[config.mk]
export PLATFORM = sky130hd
export DESIGN_NAME = rgbw_frame_tx
export DESIGN_NICKNAME = d
export VERILOG_FILES = /design/src/rtl/rgbw_pkg.sv /design/src/rtl/rgbw_frame_tx_shifter.sv /design/src/rtl/rgbw_frame_tx.sv
export SDC_FILE = /design/constraint.sdc
export NUM_CORES = 1
export LEC_CHECK = 0
export ABC_AREA = 1
export CORE_ASPECT_RATIO = 2
export CORE_MARGIN = 4
export CORE_UTILIZATION = 40
export CTS_BUF_LIST = sky130_fd_sc_hd__clkbuf_4 sky130_fd_sc_hd__clkbuf_8 sky130_fd_sc_hd__clkbuf_16
export DETAILED_ROUTE_END_ITERATION = 10
export PLACE_DENSITY = 0.59
export SLEW_MARGIN = 30
export SYNTH_ARGS = -nofsm -noshare
export SYNTH_HDL_FRONTEND = slang
export SYNTH_SLANG_ARGS = --single-unit
[constraint.sdc]
create_clock -name clk -period 5.3 [get_ports clk]
set_input_delay 1.59 -clock clk [delete_from_list [all_inputs] [get_ports clk]]
set_output_delay 1.59 -clock clk [all_outputs]
set_load 0.01 [all_outputs]
[src/rtl/rgbw_pkg.sv]
// rtl/rgbw_pkg.sv - shared constants, types and helpers for the RGBW parameter frame
package rgbw_pkg;

  localparam int FRAME_LEN = 8;
  localparam logic [7:0] DEFAULT_SYNC_BYTE = 8'h55;

  // Byte positions within the frame; the receiver decodes with the same indices.
  localparam logic [2:0] IDX_SYNC  = 3'd0;
  localparam logic [2:0] IDX_LINT  = 3'd1;
  localparam logic [2:0] IDX_CIDX  = 3'd2;
  localparam logic [2:0] IDX_RED   = 3'd3;
  localparam logic [2:0] IDX_GREEN = 3'd4;
  localparam logic [2:0] IDX_BLUE  = 3'd5;
  localparam logic [2:0] IDX_WHITE = 3'd6;
  localparam logic [2:0] IDX_MODE  = 3'd7;

  typedef enum logic [2:0] {
    ST_IDLE  = 3'd0,
    ST_SETUP = 3'd1,
    ST_SHIFT = 3'd2,
    ST_GAP   = 3'd3,
    ST_HOLD  = 3'd4
  } tx_state_t;

  typedef struct packed {
    logic [7:0] lint;
    logic [7:0] color_idx;
    logic [7:0] red;
    logic [7:0] green;
    logic [7:0] blue;
    logic [7:0] white;
    logic [7:0] mode;
  } rgbw_params_t;

  function automatic logic [7:0] frame_byte(input rgbw_params_t p, input logic [2:0] idx,
                                            input logic [7:0] sync);
    logic [7:0] b;
    case (idx)
      IDX_SYNC:  b = sync;
      IDX_LINT:  b = p.lint;
      IDX_CIDX:  b = p.color_idx;
      IDX_RED:   b = p.red;
      IDX_GREEN: b = p.green;
      IDX_BLUE:  b = p.blue;
      IDX_WHITE: b = p.white;
      default:   b = p.mode;
    endcase
    return b;
  endfunction

endpackage

[src/rtl/rgbw_frame_tx_shifter.sv]
// rtl/rgbw_frame_tx_shifter.sv - one SPI mode-0 byte: sclk/mosi generation with CLK_DIV half-periods
module spi_byte_shifter #(
  parameter int CLK_DIV = 2
) (
  input  logic       clk,
  input  logic       reset,
  input  logic       clear,
  input  logic       load,
  input  logic       go,
  input  logic       chain,
  input  logic [7:0] data,
  input  logic [7:0] next_data,
  output logic       sclk,
  output logic       mosi,
  output logic       byte_done
);

  localparam int HW = $clog2(CLK_DIV + 1);
  localparam logic [HW-1:0] HALF_LAST = HW'(CLK_DIV - 1);

  logic          active;
  logic [HW-1:0] hcnt;
  logic [2:0]    bit_cnt;
  logic [7:0]    shreg;

  logic half_end;
  logic last_bit;

  assign half_end  = active && (hcnt == HALF_LAST);
  assign last_bit  = (bit_cnt == 3'd7);
  assign byte_done = half_end && !sclk && last_bit;
  assign mosi      = shreg[7];

  always_ff @(posedge clk) begin
    if (!reset) begin
      active  <= 1'b0;
      sclk    <= 1'b0;
      hcnt    <= '0;
      bit_cnt <= 3'd0;
      shreg   <= 8'h00;
    end else if (clear) begin
      active  <= 1'b0;
      sclk    <= 1'b0;
      hcnt    <= '0;
      bit_cnt <= 3'd0;
      shreg   <= 8'h00;
    end else if (load) begin
      active  <= 1'b0;
      sclk    <= 1'b0;
      hcnt    <= '0;
      bit_cnt <= 3'd0;
      shreg   <= data;
    end else if (go) begin
      active  <= 1'b1;
      sclk    <= 1'b1;
      hcnt    <= '0;
      bit_cnt <= 3'd0;
    end else if (active) begin
      if (!half_end) begin
        hcnt <= hcnt + HW'(1);
      end else begin
        hcnt <= '0;
        if (sclk) begin
          sclk <= 1'b0;
          // The final falling edge presents the following byte's MSB so it is set up ahead of its first rise.
          if (last_bit) shreg <= next_data;
          else          shreg <= {shreg[6:0], 1'b0};
        end else if (last_bit) begin
          bit_cnt <= 3'd0;
          if (chain) sclk <= 1'b1;
          else       active <= 1'b0;
        end else begin
          sclk    <= 1'b1;
          bit_cnt <= bit_cnt + 3'd1;
        end
      end
    end
  end

endmodule

[src/rtl/rgbw_frame_tx.sv]
// rtl/rgbw_frame_tx.sv - 8-byte RGBW parameter frame transmitter over SPI mode 0
module rgbw_frame_tx
  import rgbw_pkg::*;
#(
  parameter int         CLK_DIV    = 2,
  parameter int         GAP_HALVES = 1,
  parameter logic [7:0] SYNC_BYTE  = DEFAULT_SYNC_BYTE
) (
  input  logic       clk,
  input  logic       reset,
  input  logic       start,
  input  logic       abort,
  input  logic [7:0] lint_in,
  input  logic [7:0] color_idx_in,
  input  logic [7:0] red_in,
  input  logic [7:0] green_in,
  input  logic [7:0] blue_in,
  input  logic [7:0] white_in,
  input  logic [7:0] mode_in,
  output logic       spi_sclk,
  output logic       spi_mosi,
  output logic       spi_cs_n,
  output logic       busy,
  output logic       done,
  output logic [2:0] byte_idx
);

  localparam int HW = $clog2(CLK_DIV + 1);
  localparam logic [HW-1:0] HALF_LAST = HW'(CLK_DIV - 1);
  localparam int GAP_CYC = GAP_HALVES * CLK_DIV;
  localparam int GW = (GAP_CYC > 0) ? $clog2(GAP_CYC + 1) : 1;
  localparam logic [GW-1:0] GAP_LAST = (GAP_CYC > 0) ? GW'(GAP_CYC - 1) : '0;

  tx_state_t     state;
  logic [HW-1:0] cnt;
  logic [GW-1:0] gcnt;
  rgbw_params_t  shadow;

  logic       setup_end, gap_end, hold_end, abort_now;
  logic       sh_clear, sh_go, sh_chain, byte_done;
  logic [7:0] next_byte;

  assign setup_end = (state == ST_SETUP) && (cnt == HALF_LAST);
  assign hold_end  = (state == ST_HOLD) && (cnt == HALF_LAST);
  assign gap_end   = (state == ST_GAP) && (gcnt == GAP_LAST);
  assign abort_now = abort && (state != ST_IDLE);

  assign sh_clear = abort_now || hold_end;
  assign sh_go    = setup_end || gap_end;
  assign sh_chain = (GAP_HALVES == 0) && (byte_idx != IDX_MODE);

  // After the mode byte mosi parks low through HOLD.
  always_comb begin
    next_byte = 8'h00;
    if (byte_idx != IDX_MODE) next_byte = frame_byte(shadow, byte_idx + 3'd1, SYNC_BYTE);
  end

  spi_byte_shifter #(
    .CLK_DIV(CLK_DIV)
  ) u_shifter (
    .clk      (clk),
    .reset    (reset),
    .clear    (sh_clear),
    .load     ((state == ST_IDLE) && start),
    .go       (sh_go),
    .chain    (sh_chain),
    .data     (SYNC_BYTE),
    .next_data(next_byte),
    .sclk     (spi_sclk),
    .mosi     (spi_mosi),
    .byte_done(byte_done)
  );

  always_ff @(posedge clk) begin
    if (!reset) begin
      state    <= ST_IDLE;
      cnt      <= '0;
      gcnt     <= '0;
      shadow   <= '0;
      spi_cs_n <= 1'b1;
      busy     <= 1'b0;
      done     <= 1'b0;
      byte_idx <= IDX_SYNC;
    end else begin
      done <= 1'b0;
      if (abort_now) begin
        state    <= ST_IDLE;
        cnt      <= '0;
        gcnt     <= '0;
        spi_cs_n <= 1'b1;
        busy     <= 1'b0;
        byte_idx <= IDX_SYNC;
      end else begin
        case (state)
          ST_IDLE: begin
            if (start) begin
              shadow   <= '{lint: lint_in, color_idx: color_idx_in, red: red_in,
                            green: green_in, blue: blue_in, white: white_in, mode: mode_in};
              state    <= ST_SETUP;
              cnt      <= '0;
              spi_cs_n <= 1'b0;
              busy     <= 1'b1;
              byte_idx <= IDX_SYNC;
            end
          end
          ST_SETUP: begin
            if (setup_end) state <= ST_SHIFT;
            else           cnt <= cnt + HW'(1);
          end
          ST_SHIFT: begin
            if (byte_done) begin
              if (byte_idx == IDX_MODE) begin
                state <= ST_HOLD;
                cnt   <= '0;
              end else begin
                byte_idx <= byte_idx + 3'd1;
                if (GAP_HALVES != 0) begin
                  state <= ST_GAP;
                  gcnt  <= '0;
                end
              end
            end
          end
          ST_GAP: begin
            if (gap_end) state <= ST_SHIFT;
            else         gcnt <= gcnt + GW'(1);
          end
          ST_HOLD: begin
            if (hold_end) begin
              state    <= ST_IDLE;
              cnt      <= '0;
              spi_cs_n <= 1'b1;
              busy     <= 1'b0;
              done     <= 1'b1;
              byte_idx <= IDX_SYNC;
            end else begin
              cnt <= cnt + HW'(1);
            end
          end
          default: begin
            state    <= ST_IDLE;
            spi_cs_n <= 1'b1;
            busy     <= 1'b0;
            byte_idx <= IDX_SYNC;
          end
        endcase
      end
    end
  end

endmodule

-- Word level (Yosys, flattened, before mapping)
Cells that the tools add are included.
- register bits: 84
- input bits: 60
- output and inout port bits: 8
- logic and storage cells: 143
- add/sub/neg operators: 5
- multiplexer cells: 47
- bitwise operators: 7
- reduce and logical (&&, ||, !) cells: 38
- equal/unequal tests: 26
- operator list (kind ; count):
    $pmux W8 S7 ; 1
    $mux W7 ; 5
    $mux W3 ; 10
    $eq A3 B3 Y1 const B ; 6
    $mux W2 ; 9
    $ne A2 B2 Y1 const B ; 9
    $mux W8 ; 2
    $pmux W3 S5 ; 1
    $reduce_and A5 Y1 ; 3
    $mux W1 ; 14
    $eq A3 B2 Y1 const B ; 4
    $pmux W3 S4 ; 1
    $reduce_and A4 Y1 ; 3
    $reduce_bool A2 Y1 ; 6
    $reduce_and A3 Y1 ; 3
    $reduce_or A3 Y1 ; 3
    $logic_and A1 B1 Y1 ; 8
    $pmux W2 S4 ; 1
    $not A1 Y1 ; 7
    $add A2 B1 Y2 const B ; 3
    $add A3 B1 Y3 const B ; 2
    $eq A2 B1 Y1 const B ; 3
    $eq A3 B1 Y1 const B ; 2
    $logic_not A3 Y1 ; 2
    11 further kinds ; 15

-- Longest topological paths before layout
- depth in word-level cells: 10
- depth in mapped cells: 12
- mapped depth without buffers: 12

-- Modules after synthesis
From an unflattened synthesis, not the netlist that was laid out.
- cell total of the unflattened synthesis: 602
- area, all modules: 4190.3 µm²
- modules (own cells, without submodules) (module ; instances ; area an instance (µm²) ; cells each ; sequential area each (µm²)):
    rgbw_frame_tx ; 1 ; 3221.8 ; 451 ; 1381.3
    spi_byte_shifter ; 1 ; 968.4 ; 151 ; 300.3

-- Worst setup path before layout
OpenSTA, ideal clock, no wires.
- path kind: input to register
- from: input start
- to: register shadow[54] (netlist name)
- data required time: 5.184 ns
- arrival time: 2.266 ns
- path buffers: 2
- path slack: 2.918 ns
- library setup time: 0.116 ns
- stages: 7
- cell sequence: inv_1 nor2_4 inv_2 buf_6 buf_6 nor2_1 nor2_1
- longest elaborated chain between the ends: 1
- ends and longest elaborated chain (item ; line ; RTL):
    start: declaration ; rgbw_frame_tx.sv:11 ; input logic start,
    $reduce_and A3 Y1 (no line) ; -- ;
    end signal: assignment ; rgbw_frame_tx.sv:97 ; shadow <= '{lint: lint_in, color_idx: color_idx_in, red: red_in,
    end: declaration ; rgbw_frame_tx.sv:37 ; rgbw_params_t shadow;
Every way passes these cells.
A chain may end at the register's enable or synchronous reset.

-- Worst setup path in the final report
- from: input start
- to: register u_shifter.shreg[6]
- longest elaborated chain between the ends: 3
- elaborated cells between the ends (all ways): 7
- classes of those cells: eq/ne (1); mux (1); reduce/logical (5)
- ends and longest elaborated chain (item ; line ; RTL):
    $logic_and A1 B1 Y1 (*) ; rgbw_frame_tx.sv:64 ; .load ((state == ST_IDLE) && start),
    $ne A2 B1 Y1 (no line) or $reduce_bool A2 Y1 (tied branches) ; -- ;
    $reduce_and A4 Y1 (no line) ; -- ;
    end signal: assignment ; rgbw_frame_tx_shifter.sv:52 ; shreg <= data;
    end signal: assignment ; rgbw_frame_tx_shifter.sv:66 ; if (last_bit) shreg <= next_data;
    end signal: assignment ; rgbw_frame_tx_shifter.sv:67 ; else shreg <= {shreg[6:0], 1'b0};
    end: declaration ; rgbw_frame_tx_shifter.sv:24 ; logic [7:0] shreg;
Mark *: on every way between the ends. The rest lies on a longest branch, timed or not.

==> flow_summary.yaml <==
status:
  status: "complete, no violations"
drt:
  first_iter_violations: 189
  vias: 3873
  post_drt_wl_per_cell_um: 13.3
  total_wire_length_um: 10700
  post_drt_via_cell_ratio: 4.81
  drc: 0
  detailedRoute.firstPassIterationCount: 4
  ant_nets: 0
cells_and_area:
  areaGrowthSynthToFinish_pct: 25.8
  layout.filler_cells: 1058
  register_area_um2: 1680
  area_of_combinational_cells_with_multiple_inputs_um2: 2080
  diodes: 0
  final_net_count: 736
  layout-drive-gt1-share: 0.0776
  finalInstanceArea_um2: 5170
logic_synthesis:
  synth-edff-count: 0
  netlist_top_cells_count: "nor2_1, nand2_1, dfxtp_1"
  synth_top_cell_area_share: 0.409
  synth_nets: 676
  share_of_async_settable_or_async_resettable_flops_after_synthesis: 0
  most_common_cell_in_the_synthesized_netlist: "nor2_1"
  yosys_register_bits: 84
  yosysUniqueCellTypes: 30
  synthDominantAreaCellType: "dfxtp_1"
  syn-cell-area_um2: 4120
  postSynth.topFlopCell: "dfxtp_1"
  synth_top_cells_by_area: "dfxtp_1, nor2_1, nand2_1, o21ai_0, inv_1"
  syn_area_per_cell_um2: 6.80
  synth.yosys.seq_area_share: 0.409
  synthesis.yosys.warnings: 0
  syn_inst: 605
run:
  timing.max_cap.violations: 0
clock_tree:
  clock_insertion_delay_worst_skew_ns: 0.34
  cts.repair.resized: 0
  cts.sinks: 84
  cts_tree: "done"
  cts_buffer_depth: 2
  cts_inserted_buffers: 9
  htree_levels: 3
  ctsHoldBuffers: 0
  clkTransAtPathRegs_ns: 0.06
  cts.root.buffer_cell: "clkbuf_16"
  cts_post_setup_buffers_inserted: 0
place:
  placedInstanceArea_um2: 4850
  dp.final_hpwl_um: 8080
  gp_congestion: 0.847
  input_output_buffers: 67
floorplanning:
  core-area_um2: 10100
  die_area_um2: 12100
  floorplan.rows: 52
  dieHeight_um: 151
  dieWidth_um: 79.7
  initial_util: 0.408
  ioPinCount: 68
global_route:
  vias_in_the_first_global_route: 3830
  antenna_found_initial: 0
  groute.usage.overall: 0.185
  wire_length_of_the_first_global_routing_pass_um: 17400
  maximum_number_of_pins_on_one_net_before_global_route_repair: 50
  globalRoute.totalOverflow: 0
sta:
  timing.final.max_slew_violations: 0
  worst_slew_pin_slew_ns: 0.839
  final-setup-viol-count: 0
  max_slew_headroom: 0.439
  timing.final.hold_violations: 0
  layout_min_cycle_time_ns: 3.37
  timing.setup.tns_ns: 0
  timing.final.crit_share: 0.637
  fmaxAchievable_ghz: 0.296
  rsz0062_at_grt: "false"
  clk_skew_ns: 0.00543
power:
  vdd.ir_drop.worst_uv: 265
  power.density_nw_per_um2: 502
  cellLeakagePower_nw: 2.30
  post-layout-total-power_mw: 2.60
critical_path:
  critical_path.startpoint_type: "input pin"
  end_kind: "flip-flop"
  critical_path_arrival_ns: 3.61
  worst-setup-path-type: "input pin to flip-flop"
  critical_path_peak_fanout: 49
  required_ns: 5.54
worst_hold_path:
  min_path_type: "flip-flop to flip-flop"
## through the flow
stage | hold slack, ns | setup slack [ns] | std cells | util
finish | 0.443 | 1.93 | 805 | 0.513
global route | 0.474 | 1.74 | 805 | 0.513
detailed placement | 0.435 | 1.57 | 789 | 0.481
CTS | 0.444 | 1.91 | 805 | 0.513
global placement | 0.433 | 1.57 | 789 | 0.481
floorplan | 0.424 | 2.92 | 605 | -
## sequential cells by signal, indices dropped and copies added, names as in the netlist
| name | flops |
|---|---|
| busy | 1 |
| byte_idx | 3 |
| cnt | 2 |
| done | 1 |
| gcnt | 2 |
| shadow | 56 |
| spi_cs_n | 1 |
| state | 3 |
| u_shifter.active | 1 |
| u_shifter.bit_cnt | 3 |
| u_shifter.hcnt | 2 |
| u_shifter.sclk | 1 |
| u_shifter.shreg | 8 |
## power breakdown
part	switching, mW	internal, mW
Combinational	0.675	0.347
Clock	0.258	0.418
Sequential	0.103	0.794
## layer usage
layer,share of wire,global-route usage,up-vias
met4,0.032,0.0886,0
met2,0.55,0.345,73
li1,-,-,2029
met1,0.39,0.193,1751
met5,0,0,-
met3,0.033,0.0333,20
## kinds of logic (layout without fill, tap and decap cells)
| family | Yosys count | after routing | synth area share |
|---|---|---|---|
| AND/OR/NAND/NOR | 309 | 309 | 0.317 |
| AO/OA/AOI/OAI | 119 | 119 | 0.154 |
| flip-flops | 84 | 84 | 0.409 |
| buffers and inverters | 82 | 147 | 0.0870 |
| adder cells (fa/ha/maj) | 11 | 11 | 0.0334 |
## cell type report
class | count | area share
clock buffers | 10 | 0.0450
inverters | 61 | 0.0452
clock inverters | 6 | 0.0172
repair buffers | 70 | 0.134
well taps | 135 | 0.0326
multi-input cells | 439 | 0.401
flip-flops and latches | 84 | 0.325
## final timing paths
path,start,end,slack (ns),cells after the start
max,start,u_shifter.shreg[6],1.93,11
min,shadow[36],shadow[36],0.44,2
max reg2reg,byte_idx[1],u_shifter.shreg[3],2.81,10
min reg2reg,shadow[36],shadow[36],0.44,2
## placed cells by master (no fill, tap or decap), drive strengths merged
| cell | count |
|---|---|
| clkinvlp | 2 |
| a21oi | 50 |
| o21bai | 1 |
| ha | 11 |
| a31oi | 1 |
| inv | 59 |
| clkinv | 4 |
| clkdlybuf4s50 | 67 |
| buf | 3 |
| nor3 | 5 |
| dfxtp | 84 |
| nand3 | 25 |
| and2 | 1 |
| nor2 | 137 |
| nand3b | 2 |
| o21ai | 67 |
| clkbuf | 10 |
| nand2 | 139 |
| bufinv | 2 |
## critical path: stages
cell and delay [ns]:
clkdlybuf4s50_1 0.40, inv_1 0.11, nor2_4 0.05, buf_4 0.25, inv_2 0.38, buf_4 0.49, nand3_1 0.13, nand2_1 0.07
inv_1 0.03, nand2_1 0.05, inv_1 0.03
Power figures use the tool's default switching activity.
